$ cat config.mk
export PLATFORM = sky130hd
export DESIGN_NAME = uart_rx_ctrl
export DESIGN_NICKNAME = d
export VERILOG_FILES = /design/src/rtl/uart_rx_ctrl.sv
export SDC_FILE = /design/constraint.sdc
export NUM_CORES = 1
export LEC_CHECK = 0
export ABC_AREA = 1
export ABC_CLOCK_PERIOD_IN_PS = 4340
export BUFFER_PORTS_ARGS = -buffer_cell sky130_fd_sc_hd__buf_2
export CAP_MARGIN = 10
export CORE_ASPECT_RATIO = 0.5
export CORE_MARGIN = 2
export CORE_UTILIZATION = 40
export CTS_CLUSTER_DIAMETER = 80
export DETAILED_ROUTE_END_ITERATION = 8
export GPL_ROUTABILITY_DRIVEN = 0
export PLACE_DENSITY = 0.54
export SYNTH_ARGS = -nofsm -noshare
export SYNTH_HDL_FRONTEND = slang
export SYNTH_SLANG_ARGS = --single-unit
export TNS_END_PERCENT = 30
$ cat constraint.sdc
create_clock -name clk -period 4.34 [get_ports clk]
set_input_delay 0.868 -clock clk [delete_from_list [all_inputs] [get_ports clk]]
set_output_delay 0.868 -clock clk [all_outputs]
set_load 0.03 [all_outputs]
$ cat src/rtl/uart_rx_ctrl.sv
// rtl/uart_rx_ctrl.sv - UART receive controller: framing watchdog, config shadowing, error-tagged byte FIFO
//
// Ports:
//   clk, rst                  clock and asynchronous active-low reset
//   RX_IN                     serial line (same net as the receiver input)
//   P_DATA, data_valid,       receiver byte and its done pulse
//   parity_error, stop_error  receiver error strobes
//   prescale, PAR_EN,         active receiver configuration
//   parity_type
//   cfg_we, cfg_prescale,     configuration write port
//   cfg_par_en,
//   cfg_parity_type
//   cfg_pending, cfg_err      write waiting for idle line / write rejected pulse
//   m_valid, m_ready,         first-word-fall-through FIFO head with error flags
//   m_data, m_perr, m_serr
//   fifo_level                FIFO occupancy 0..DEPTH
//   cnt_clr, drop_cnt,        counter clear, lost-frame and overrun counters
//   ovr_cnt
module uart_rx_ctrl #(
    parameter int DEPTH        = 8,
    parameter int DEF_PRESCALE = 8,
    parameter int MIN_PRESCALE = 4
) (
    input  logic                       clk,
    input  logic                       rst,
    input  logic                       RX_IN,
    input  logic [7:0]                 P_DATA,
    input  logic                       data_valid,
    input  logic                       parity_error,
    input  logic                       stop_error,
    output logic [5:0]                 prescale,
    output logic                       PAR_EN,
    output logic                       parity_type,
    input  logic                       cfg_we,
    input  logic [5:0]                 cfg_prescale,
    input  logic                       cfg_par_en,
    input  logic                       cfg_parity_type,
    output logic                       cfg_pending,
    output logic                       cfg_err,
    output logic                       m_valid,
    input  logic                       m_ready,
    output logic [7:0]                 m_data,
    output logic                       m_perr,
    output logic                       m_serr,
    output logic [$clog2(DEPTH):0]     fifo_level,
    input  logic                       cnt_clr,
    output logic [7:0]                 drop_cnt,
    output logic [7:0]                 ovr_cnt
);

    localparam int AW = $clog2(DEPTH);
    localparam int LW = AW + 1;

    typedef enum logic [1:0] {
        IDLE      = 2'd0,
        FRAME     = 2'd1,
        WAIT_HIGH = 2'd2
    } state_t;

    state_t      state, state_d;
    logic [9:0]  timer, timer_d;
    logic        perr_acc, perr_d;
    logic        serr_acc, serr_d;
    logic        push_req;
    logic        drop_ev;
    logic [9:0]  push_word;
    logic [3:0]  frame_bits;
    logic [9:0]  tmr_load;

    // Shadow configuration, applied only between frames
    logic [5:0]  sh_prescale;
    logic        sh_par_en;
    logic        sh_parity_type;
    logic        cfg_bad;
    logic        cfg_ok;
    logic        cfg_apply;

    // FIFO storage: {perr, serr, data}
    logic [9:0]    mem [DEPTH];
    logic [AW-1:0] wr_ptr;
    logic [AW-1:0] rd_ptr;
    logic [9:0]    head;
    logic          full;
    logic          do_push;
    logic          do_pop;
    logic          ovr_ev;

    // Frame window: start + 8 data + optional parity + stop, plus one bit of slack
    assign frame_bits = PAR_EN ? 4'd12 : 4'd11;
    assign tmr_load   = 10'(frame_bits) * 10'(prescale) - 10'd1;
    assign push_word  = {perr_acc | parity_error, serr_acc | stop_error, P_DATA};

    always_comb begin
        state_d  = state;
        timer_d  = timer;
        perr_d   = perr_acc;
        serr_d   = serr_acc;
        push_req = 1'b0;
        drop_ev  = 1'b0;
        case (state)
            IDLE: begin
                if (!RX_IN) begin
                    state_d = FRAME;
                    timer_d = tmr_load;
                    perr_d  = 1'b0;
                    serr_d  = 1'b0;
                end
            end
            FRAME: begin
                timer_d = timer - 10'd1;
                perr_d  = perr_acc | parity_error;
                serr_d  = serr_acc | stop_error;
                // A completed byte wins over a simultaneous timeout
                if (data_valid) begin
                    push_req = 1'b1;
                    state_d  = IDLE;
                end else if (timer == 10'd0) begin
                    drop_ev = 1'b1;
                    // A line still held low is a break: wait for it to rise before re-arming
                    state_d = RX_IN ? IDLE : WAIT_HIGH;
                end
            end
            WAIT_HIGH: begin
                if (RX_IN) begin
                    state_d = IDLE;
                end
            end
            default: state_d = IDLE;
        endcase
    end

    always_ff @(posedge clk or negedge rst) begin
        if (!rst) begin
            state    <= IDLE;
            timer    <= 10'd0;
            perr_acc <= 1'b0;
            serr_acc <= 1'b0;
        end else begin
            state    <= state_d;
            timer    <= timer_d;
            perr_acc <= perr_d;
            serr_acc <= serr_d;
        end
    end

    assign cfg_bad   = cfg_we && (cfg_prescale < 6'(MIN_PRESCALE));
    assign cfg_ok    = cfg_we && !cfg_bad;
    assign cfg_apply = cfg_pending && (state == IDLE) && RX_IN;

    always_ff @(posedge clk or negedge rst) begin
        if (!rst) begin
            prescale       <= 6'(DEF_PRESCALE);
            PAR_EN         <= 1'b0;
            parity_type    <= 1'b0;
            sh_prescale    <= 6'(DEF_PRESCALE);
            sh_par_en      <= 1'b0;
            sh_parity_type <= 1'b0;
            cfg_pending    <= 1'b0;
            cfg_err        <= 1'b0;
        end else begin
            cfg_err <= cfg_bad;
            if (cfg_apply) begin
                prescale    <= sh_prescale;
                PAR_EN      <= sh_par_en;
                parity_type <= sh_parity_type;
            end
            if (cfg_ok) begin
                sh_prescale    <= cfg_prescale;
                sh_par_en      <= cfg_par_en;
                sh_parity_type <= cfg_parity_type;
            end
            // A write landing on the apply edge stays pending for the next idle edge
            if (cfg_ok) begin
                cfg_pending <= 1'b1;
            end else if (cfg_apply) begin
                cfg_pending <= 1'b0;
            end
        end
    end

    assign full    = (fifo_level == LW'(DEPTH));
    assign m_valid = (fifo_level != '0);
    assign do_pop  = m_valid && m_ready;
    assign do_push = push_req && (!full || do_pop);
    assign ovr_ev  = push_req && full && !do_pop;
    assign head    = mem[rd_ptr];
    assign m_data  = m_valid ? head[7:0] : 8'd0;
    assign m_serr  = m_valid ? head[8] : 1'b0;
    assign m_perr  = m_valid ? head[9] : 1'b0;

    always_ff @(posedge clk) begin
        if (do_push) begin
            mem[wr_ptr] <= push_word;
        end
    end

    always_ff @(posedge clk or negedge rst) begin
        if (!rst) begin
            wr_ptr     <= '0;
            rd_ptr     <= '0;
            fifo_level <= '0;
        end else begin
            if (do_push) begin
                wr_ptr <= wr_ptr + 1'b1;
            end
            if (do_pop) begin
                rd_ptr <= rd_ptr + 1'b1;
            end
            case ({do_push, do_pop})
                2'b10:   fifo_level <= fifo_level + 1'b1;
                2'b01:   fifo_level <= fifo_level - 1'b1;
                default: fifo_level <= fifo_level;
            endcase
        end
    end

    always_ff @(posedge clk or negedge rst) begin
        if (!rst) begin
            drop_cnt <= 8'd0;
            ovr_cnt  <= 8'd0;
        end else if (cnt_clr) begin
            drop_cnt <= 8'd0;
            ovr_cnt  <= 8'd0;
        end else begin
            if (drop_ev && (drop_cnt != 8'hFF)) begin
                drop_cnt <= drop_cnt + 8'd1;
            end
            if (ovr_ev && (ovr_cnt != 8'hFF)) begin
                ovr_cnt <= ovr_cnt + 8'd1;
            end
        end
    end

endmodule

==> results.cfg, run 1 <==
[sta]
max_freq_mhz = 307
fin_tns_setup_ns = 0
fin_ws_ns = 1.09
fin_crit_sh_pct = 75.0
worst_pin_slew_ns = 0.813
final.min_clock_period_ns = 3.25
setup_viol = 0
slew_headroom_pct = 45.8
fin_worst_skew_ns = 0.0146
hold_viol_final = 0
finalMaxSlewViolations = 0
rsz0062_at_grt = false

[detailed_routing]
vias = 5062
route.detailed.drc = 0
wl_um = 14900
dr.pass1.iters = 4
ant_nets = 0
wl_per_cell_um = 14.1
routed_via_density = 4.78
drt_iter0_drc = 228

[worst_setup_path]
crit_path_max_incr_delay_ns = 0.57
cp_max_fo = 14
end_kind = flop
crit_type = flop to flop
cp_common_cell = inv_1
crit_arrival_ns = 3.55
required_ns = 4.63
cp_slowest_cell = dfrtp_1
cp-start-kind = flop
r2r_setup_slack_ns = 1.09
crit_chain = nand2_1 > ha_1 > inv_1 > fa_1 > inv_1 > fa_1 > inv_1 > ha_1 > a21oi_1 > nand2_1 > or2_2 > nand3_1 > a31oi_1

[finish]
drive_above_1_share_pct = 15.5
syn2layout_area_growth_pct = 16.9
fin_nets = 878
diodes = 0
finalNonFillerCells = 1060
final_util_pct = 48.6

[clock_tree]
cts_setup_buffers = 0
holdBufCountCts = 0
cts_resized = 0
worstSkewPairLatency_ns = 0.42
cts_max_level = 4
cts_num_sinks = 138
tritoncts = done
root_buffer = clkbuf_16
cts.path.max_buffers = 2
cts.clk_slew.worst_paths_ns = 0.06
numCtsBuffers = 17

[floorplan]
rows = 33
initial_core_util_pct = 41.6
die_area_sq_um = 18500
num_io_pins = 66
die_w_um = 190
fp.dieH_um = 97.1
core-area_sq_um = 16700

[power]
seq_power_share_pct = 29.8
ir_drop_uv = 315
switching_share_pct = 42.8
pwr-share-clk_pct = 23.8
power.density_nw_per_um2 = 717
netSwitchingPower_w = 0.00249
comb_power_share_pct = 46.4
p_leak_nw = 3.61
p_int_w = 0.00333

[global_route]
antenna_found_initial = 1
grt_pass1_wl_um = 24600
gr-total-overflow = 0
grt_usage_pct = 17.0
grt_start_max_net_pins = 42
grt_pass1_vias = 4820

[worst_hold_path]
hp-class = flop to flop

[logic_synthesis]
synth_cell_types = 36
synth-async-reset-ratio_pct = 42.0
synth_area_sq_um = 6940
ys_warn_count = 0
synth_edf_count = 80
postSynthCellCount = 746
synth_top_cell_area_share_pct = 34.6
synthTopCellsByArea = edfxtp_1, dfrtp_1, nor2_1, nand2_1, o21ai_0
ys_ff_latch = 138
yosys-top-cells-count = nor2_1, nand2_1, inv_1, o21ai_0, edfxtp_1
synth_area_per_cell_sq_um = 9.30
yosysSeqAreaShare_pct = 55.6
synthFlopType = edfxtp_1
synth_top_area_cell = edfxtp_1
synthMostInstantiatedCell = nor2_1
synth_nets = 804

[placed_design]
place_ws_ns = 1.08
portBuffers = 65
hpwl_um = 10100
placedCellCount = 1028

[flow_run]
maxCapViolCount = 0

[status]
outcome = completed
-- power by group through the flow --
stage / combinational [W] / sequential [W] / clock [W]
after floorplan: 0.00200 / 0.00182 / 0
after global placement: 0.00271 / 0.00175 / 0
after detailed placement: 0.00273 / 0.00176 / 0
after CTS: 0.00275 / 0.00173 / 0.00142
after global routing: 0.00311 / 0.00176 / 0.00148
final: 0.00270 / 0.00173 / 0.00139
-- worst paths after layout --
path	cells after the start	end	start
max	13	timer[5]	PAR_EN
min	2	parity_type	sh_parity_type
max reg2reg	13	timer[5]	PAR_EN
min reg2reg	2	parity_type	sh_parity_type
max in group asynchronous	2	rd_ptr[1]	rst
min in group asynchronous	1	serr_acc	rst
-- state kept, by name, indices dropped and copies added (netlist names) --
register        flops
state               2
ovr_cnt             8
fifo_level          4
sh_parity_type      1
timer              10
drop_cnt            8
rd_ptr              3
cfg_pending         1
sh_par_en           1
PAR_EN              1
parity_type         1
mem                80
cfg_err             1
sh_prescale         6
perr_acc            1
wr_ptr              3
prescale            6
serr_acc            1
-- worst max-delay path, delay by kind of cell, from the launching register on --
| family | cells | cell delay (ns) |
|---|---|---|
| flip-flops | 1 | 0.57 |
| adder cells (fa/ha/maj) | 4 | 1.64 |
| buffers and inverters | 3 | 0.14 |
| AO/OA/AOI/OAI | 2 | 0.22 |
| AND/OR/NAND/NOR | 4 | 0.56 |
-- placed cells by master, fill, tap and decap left out, drive strengths merged, types with 5 or more instances in the layout --
| cell type | synthesis | final |
|---|---|---|
| nor2 | 136 | 136 |
| nand2 | 134 | 134 |
| inv | 87 | 91 |
| o21ai | 90 | 90 |
| edfxtp | 80 | 80 |
| buf | 8 | 77 |
| dfrtp | 56 | 56 |
| nand3 | 37 | 37 |
| ha | 24 | 24 |
| clkbuf | 14 | 18 |
| xor2 | 15 | 15 |
| a21oi | 14 | 14 |
| a31oi | 11 | 11 |
| fa | 9 | 9 |
| clkinv | 0 | 6 |
| or2 | 5 | 5 |
-- per-stage QoR --
step	power [W]	hold slack [ns]	cell area, sq um
2_1_floorplan	0.00383	0.436	6940
3_3_place_gp	0.00446	0.453	7540
3_5_place_dp	0.00449	0.456	7540
4_1_cts	0.00590	0.471	8110
5_1_grt	0.00635	0.505	8110
6_report	0.00582	0.471	8110
-- area by class of cell --
| class | count | area, sq um |
|---|---|---|
| Inverter | 87 | 327 |
| Clock inverter | 14 | 140 |
| Sequential cell | 138 | 3860 |
| Multi-Input combinational cell | 499 | 2660 |
| Timing Repair Buffer | 77 | 415 |
| Clock buffer | 18 | 429 |
| Fill cell | 1595 | 8570 |
| Tap cell | 227 | 284 |
-- cells by family after synthesis --
group                    after synthesis  synth area share (%)
AND/OR/NAND/NOR                      321                  19.1
XOR/XNOR                              19                  2.40
multiplexers                           4                 0.649
flip-flops                           138                  55.6
buffers and inverters                109                  6.08
AO/OA/AOI/OAI                        122                  9.27
adder cells (fa/ha/maj)               33                  6.92
-- per-layer routing --
layer	wire [um]	part of all wire, %	GRT usage (%)	vias to the layer above
met5	13	0.087	0	-
met4	97	0.65	3.88	2
met3	813	5.4	5.20	10
met2	6670	45	25.7	95
met1	7330	49	24.0	2351
li1	-	-	-	2604
Note: power is estimated with default switching activity, not from simulation.
==> inputs of run 2 (changes only) <==
- ABC_CLOCK_PERIOD_IN_PS: 4340 -> 2700
- PLACE_DENSITY: 0.54 -> 0.56
- clock period: 4.34 -> 2.7 ns (I/O delays scaled with it)
==> run 2 against run 1 <==
  * Via count rose by 2.9%
  * Design area rose by 4.4%
  * Combinational power rose by 110%
  * The flow now finishes with violations (setup timing)
  * Clock-buffer cell count fell by 1
==> results.cfg, run 2 (same netlist as run 1, synthesis figures left out) <==
[clock_tree]
worstSkewPairLatency_ns = 0.42
holdBufCountCts = 0
root_buffer = clkbuf_16
numCtsBuffers = 17
cts.clk_slew.worst_paths_ns = 0.06
cts_max_level = 4
tritoncts = done
cts_num_sinks = 138
cts.path.max_buffers = 2

[detailed_routing]
wl_um = 15200
routed_via_density = 4.79
dr.pass1.iters = 4
wl_per_cell_um = 14.0
drt_iter0_drc = 217
route.detailed.drc = 0
ant_nets = 0
vias = 5211

[worst_setup_path]
crit_arrival_ns = 3.28
cp-start-kind = flop
required_ns = 3.04
crit_type = flop to flop
crit_start = prescale[3]
end_kind = flop
r2r_start = prescale[3]
cp_max_fo = 4

[sta]
worst_pin_slew_ns = 0.762
finalMaxSlewViolations = 0
slew_headroom_pct = 49.2
fin_ws_ns = -0.239
fin_worst_skew_ns = 0.00688
hold_ws_ns = 0.198
setup_viol = 5
fin_tns_setup_ns = -0.925
hold_viol_final = 0
max_freq_mhz = 340
fin_crit_sh_pct = 109
rsz0062_at_grt = true
final.min_clock_period_ns = 2.94

[finish]
diodes = 0
largest-register = mem
finalNonFillerCells = 1087
fin_nets = 908
drive_above_1_share_pct = 22.2
largest_register_ffs = 80
design_area_sq_um = 8470
mostFrequentLayoutCells = nor2_1, nand2_1, o21ai_0
reg_top3 = mem x80, timer x10
syn2layout_area_growth_pct = 22.1
final_common_cell = nor2_1

[placed_design]
place_ws_ns = -0.268
placedCellCount = 1058
dpl_cell_area_sq_um = 7840
portBuffers = 65
hpwl_um = 10400

[floorplan]
rows = 33
die_w_um = 190
core-area_sq_um = 16700
fp.dieH_um = 97.1
die_area_sq_um = 18500
initial_core_util_pct = 41.6
num_io_pins = 66

[global_route]
grt_use_met2_pct = 27.8
grt_pass1_vias = 5142
grt_usage_pct = 17.2
grt_pass1_wl_um = 25000
grt_start_max_net_pins = 31
antenna_found_initial = 0
busiest_layer = met2
gr-total-overflow = 0
grtUsageMet3_pct = 4.91
grt.met1_usage_pct = 22.5

[status]
outcome = finished with violations
violations = setup timing

[power]
switching_share_pct = 42.0
seq_power_share_pct = 26.6
power.density_nw_per_um2 = 1240
netSwitchingPower_w = 0.00443
p_leak_nw = 3.76
p_int_w = 0.00612
comb_power_share_pct = 53.2
pwr-share-clk_pct = 20.3
ir_drop_uv = 657

[worst_hold_path]
hp-class = primary input to async pin

[flow_run]
maxCapViolCount = 0
-- run 2: critical path: stages (launching register included) --
cell     delay [ns]
dfstp_2        0.53
nand2_1        0.05
ha_1           0.29
inv_2          0.04
fa_1           0.49
inv_1          0.05
fa_1           0.49
inv_2          0.05
ha_4           0.23
nand2_2        0.06
nand2_2        0.05
inv_2          0.05
nor2_2         0.03
nor2_2         0.14
nand2_1        0.07
nand2_1        0.06
nand3_2        0.06
a21oi_2        0.14
-- run 2: path summary, 6_finish.rpt --
| kind | slack (ns) | depth (start not counted) | to |
|---|---|---|---|
| max | -0.24 | 17 | timer[8] |
| min | 0.20 | 1 | prescale[4] |
| max reg2reg | -0.24 | 17 | timer[8] |
| min reg2reg | 0.47 | 2 | parity_type |
| max in group asynchronous | 1.88 | 2 | PAR_EN |
| min in group clk | 0.30 | 2 | state[1] |
-- run 2: layout make-up --
type | instances | area [sq um]
Timing Repair Buffer | 107 | 664
Tap cell | 227 | 284
Inverter | 87 | 327
Sequential cell | 138 | 3860
Clock inverter | 12 | 105
Clock buffer | 17 | 425
Fill cell | 1559 | 8210
Multi-Input combinational cell | 499 | 2810
-- run 2: routing by layer --
layer	part of all wire, %	up-vias
met5	0	-
met4	0.81	0
met3	4.9	10
met2	47	88
met1	48	2453
li1	-	2660
-- run 2: through the flow --
stage               util (%)  total power [W]
finish                  50.8           0.0105
global route            50.8           0.0114
CTS                     50.3           0.0103
detailed placement      47.0          0.00802
global placement        47.0          0.00793
floorplan                  -          0.00640
-- run 2: power groups by stage --
| stage | clock network, W | logic [W] | registers (W) |
|---|---|---|---|
| floorplan | 0 | 0.00347 | 0.00294 |
| global placement | 0 | 0.00510 | 0.00283 |
| detailed placement | 0 | 0.00519 | 0.00283 |
| CTS | 0.00218 | 0.00534 | 0.00280 |
| global route | 0.00225 | 0.00628 | 0.00285 |
| finish | 0.00214 | 0.00561 | 0.00280 |
-- run 2: repair_timing --
item                                    4_1_cts  5_1_grt
gates resized for setup                       7       18
endpoints found under the setup margin        5       11
cloned                                        0        0
pin swaps                                    16        9
buffers inserted                              0        0
==> inputs of run 3 (changes only) <==
- CORE_MARGIN: 2 -> 1
- PLACE_DENSITY: 0.56 -> not set
- PLACE_DENSITY_LB_ADDON: not set -> 0.12
==> run 3 against run 2 <==
  * The run still ends with setup timing left
  * Clock-buffer cell count rose by 4
  * Combinational power fell by 3.6%
  * Sequential power about the same
  * Clock power is 3% lower
  * Sequential cell count unchanged
  * First-iteration DRC count decreased by 11%
  * Routed wire length grew 2.6%
  * Fmax is 1.4% lower
  * Hold slack worse by 0.034 ns
  * Highest routed layer unchanged
==> results.cfg, run 3 (same netlist as run 1, synthesis figures left out) <==
[worst_setup_path]
crit_chain = nand2_2 > ha_4 > inv_2 > fa_1 > inv_2 > fa_1 > inv_2 > ha_4 > nand2_1 > nor2_1 > nand2_1 > nand2_1 > nand2_1 > nand3_1 > nand2_1 > nand2_1 > nand2_1
crit_buf_inv = 3
reg2regPathDepth = 17
cp_common_cell = nand2_1
cp-start-kind = flop
required_ns = 3.01
crit_path_max_incr_delay_ns = 0.54
crit_type = flop to flop
cp_slowest_cell = fa_1
end_kind = flop
cp.depth = 17
cpLargestDelayFamily = adder cells
crit_arrival_ns = 3.29
cp_max_fo = 4

[global_route]
grt_pass1_wl_um = 25700
grt_start_max_net_pins = 33
grt_pass1_vias = 5213
grt_usage_pct = 18.7
antenna_found_initial = 0
gr-total-overflow = 0

[sta]
finalMaxSlewViolations = 0
setup_viol = 5
rsz0062_at_grt = true
slew_headroom_pct = 52.9
fin_worst_skew_ns = 0.00655
hold_ws_ns = 0.164
fin_crit_sh_pct = 110
worst_pin_slew_ns = 0.706
fin_ws_ns = -0.280
max_freq_mhz = 336
hold_viol_final = 0
final.min_clock_period_ns = 2.98
fin_tns_setup_ns = -1.15

[floorplan]
rows = 33
num_io_pins = 66
die_area_sq_um = 17900
die_w_um = 188
core-area_sq_um = 16700
fp.dieH_um = 95.1
initial_core_util_pct = 41.6

[finish]
n_fill_cell = 1577
mostFrequentLayoutCells = nor2_1, nand2_1, o21ai_0
final_common_cell = nor2_1
largest-register = mem
design_area_sq_um = 8490
syn2layout_area_growth_pct = 22.3
diodes = 0
drive_above_1_share_pct = 22.1
fin_nets = 914
largest_register_ffs = 80
reg_top3 = mem x80, timer x10

[detailed_routing]
wl_met2_um = 7270
vias = 5258
drt_iter0_drc = 193
route.detailed.drc = 0
routed_via_density = 4.80
wl_met3_um = 709
dr.pass1.iters = 6
drt-met1-wl_um = 7390
routed.top_layer = met4
wl_per_cell_um = 14.2
wl_um = 15600
ant_nets = 0

[clock_tree]
cts_num_sinks = 138
root_buffer = clkbuf_16
worstSkewPairLatency_ns = 0.42
numCtsBuffers = 17
cts.clk_slew.worst_paths_ns = 0.06
tritoncts = done
cts.path.max_buffers = 2
holdBufCountCts = 0
cts_setup_buffers = 0
cts_max_level = 4

[power]
p_leak_nw = 3.78
power.total_w = 0.0103
ir_drop_uv = 532
power.density_nw_per_um2 = 1210

[status]
outcome = finished with violations
violations = setup timing

[placed_design]
place_ws_ns = -0.278
portBuffers = 65
hpwl_um = 10600
dpl_cell_area_sq_um = 7900

[worst_hold_path]
hp-class = primary input to async pin

[flow_run]
maxCapViolCount = 0
[run 3: changes by cell type in the layout (fill, tap and decap cells not counted), sizes merged]
cell      previous run  this run
buf                107       113
clkbuf              17        21
bufinv               1         0
clkinv               5         6
clkinvlp             5         4
[run 3: timing repair]
action,in CTS,in global routing
pin swaps,4,12
resized for setup,1,19
hold endpoints to repair,0,0
endpoints found under the setup margin,6,16
[run 3: cell type report]
cell class / instances / area, sq um / share of cell area, %
inverter: 87 / 327 / 3.85
clock inverter: 11 / 75.1 / 0.884
clock buffer: 21 / 440 / 5.19
timing repair buffer: 113 / 714 / 8.42
sequential: 138 / 3860 / 45.5
multi-input combinational: 499 / 2790 / 32.9
tap: 227 / 284 / 3.35
[run 3: where the power goes]
group / leakage, nW / switching (W) / total, W / internal, W
Clock: 0.241 / 0.000906 / 0.00207 / 0.00117
Combinational: 2.10 / 0.00316 / 0.00541 / 0.00225
Sequential: 1.44 / 0.000240 / 0.00281 / 0.00257
[run 3: worst paths after layout]
path / startpoint / end / slack [ns]
worst max-delay path: prescale[3] / timer[9] / -0.28
worst min register to register: sh_prescale[5] / prescale[5] / 0.47
worst max register to register: prescale[3] / timer[9] / -0.28
min in group clk: RX_IN / state[1] / 0.28
worst min-delay path: rst / prescale[4] / 0.16
max in group asynchronous: rst / PAR_EN / 1.92
[run 3: through the flow]
| stage | utilization [%] | cells |
|---|---|---|
| detailed placement | 47.4 | 1064 |
| CTS | 50.4 | 1096 |
| global route | 50.9 | 1096 |
| floorplan | - | 746 |
| finish | 50.9 | 1096 |
| global placement | 47.4 | 1064 |
[run 3: per-layer routing]
| metal | up-vias | GRT usage [%] |
|---|---|---|
| li1 | 2678 | - |
| met1 | 2463 | 24.2 |
| met2 | 94 | 31.0 |
| met3 | 23 | 4.23 |
| met4 | 0 | 6.98 |
| met5 | - | 0 |
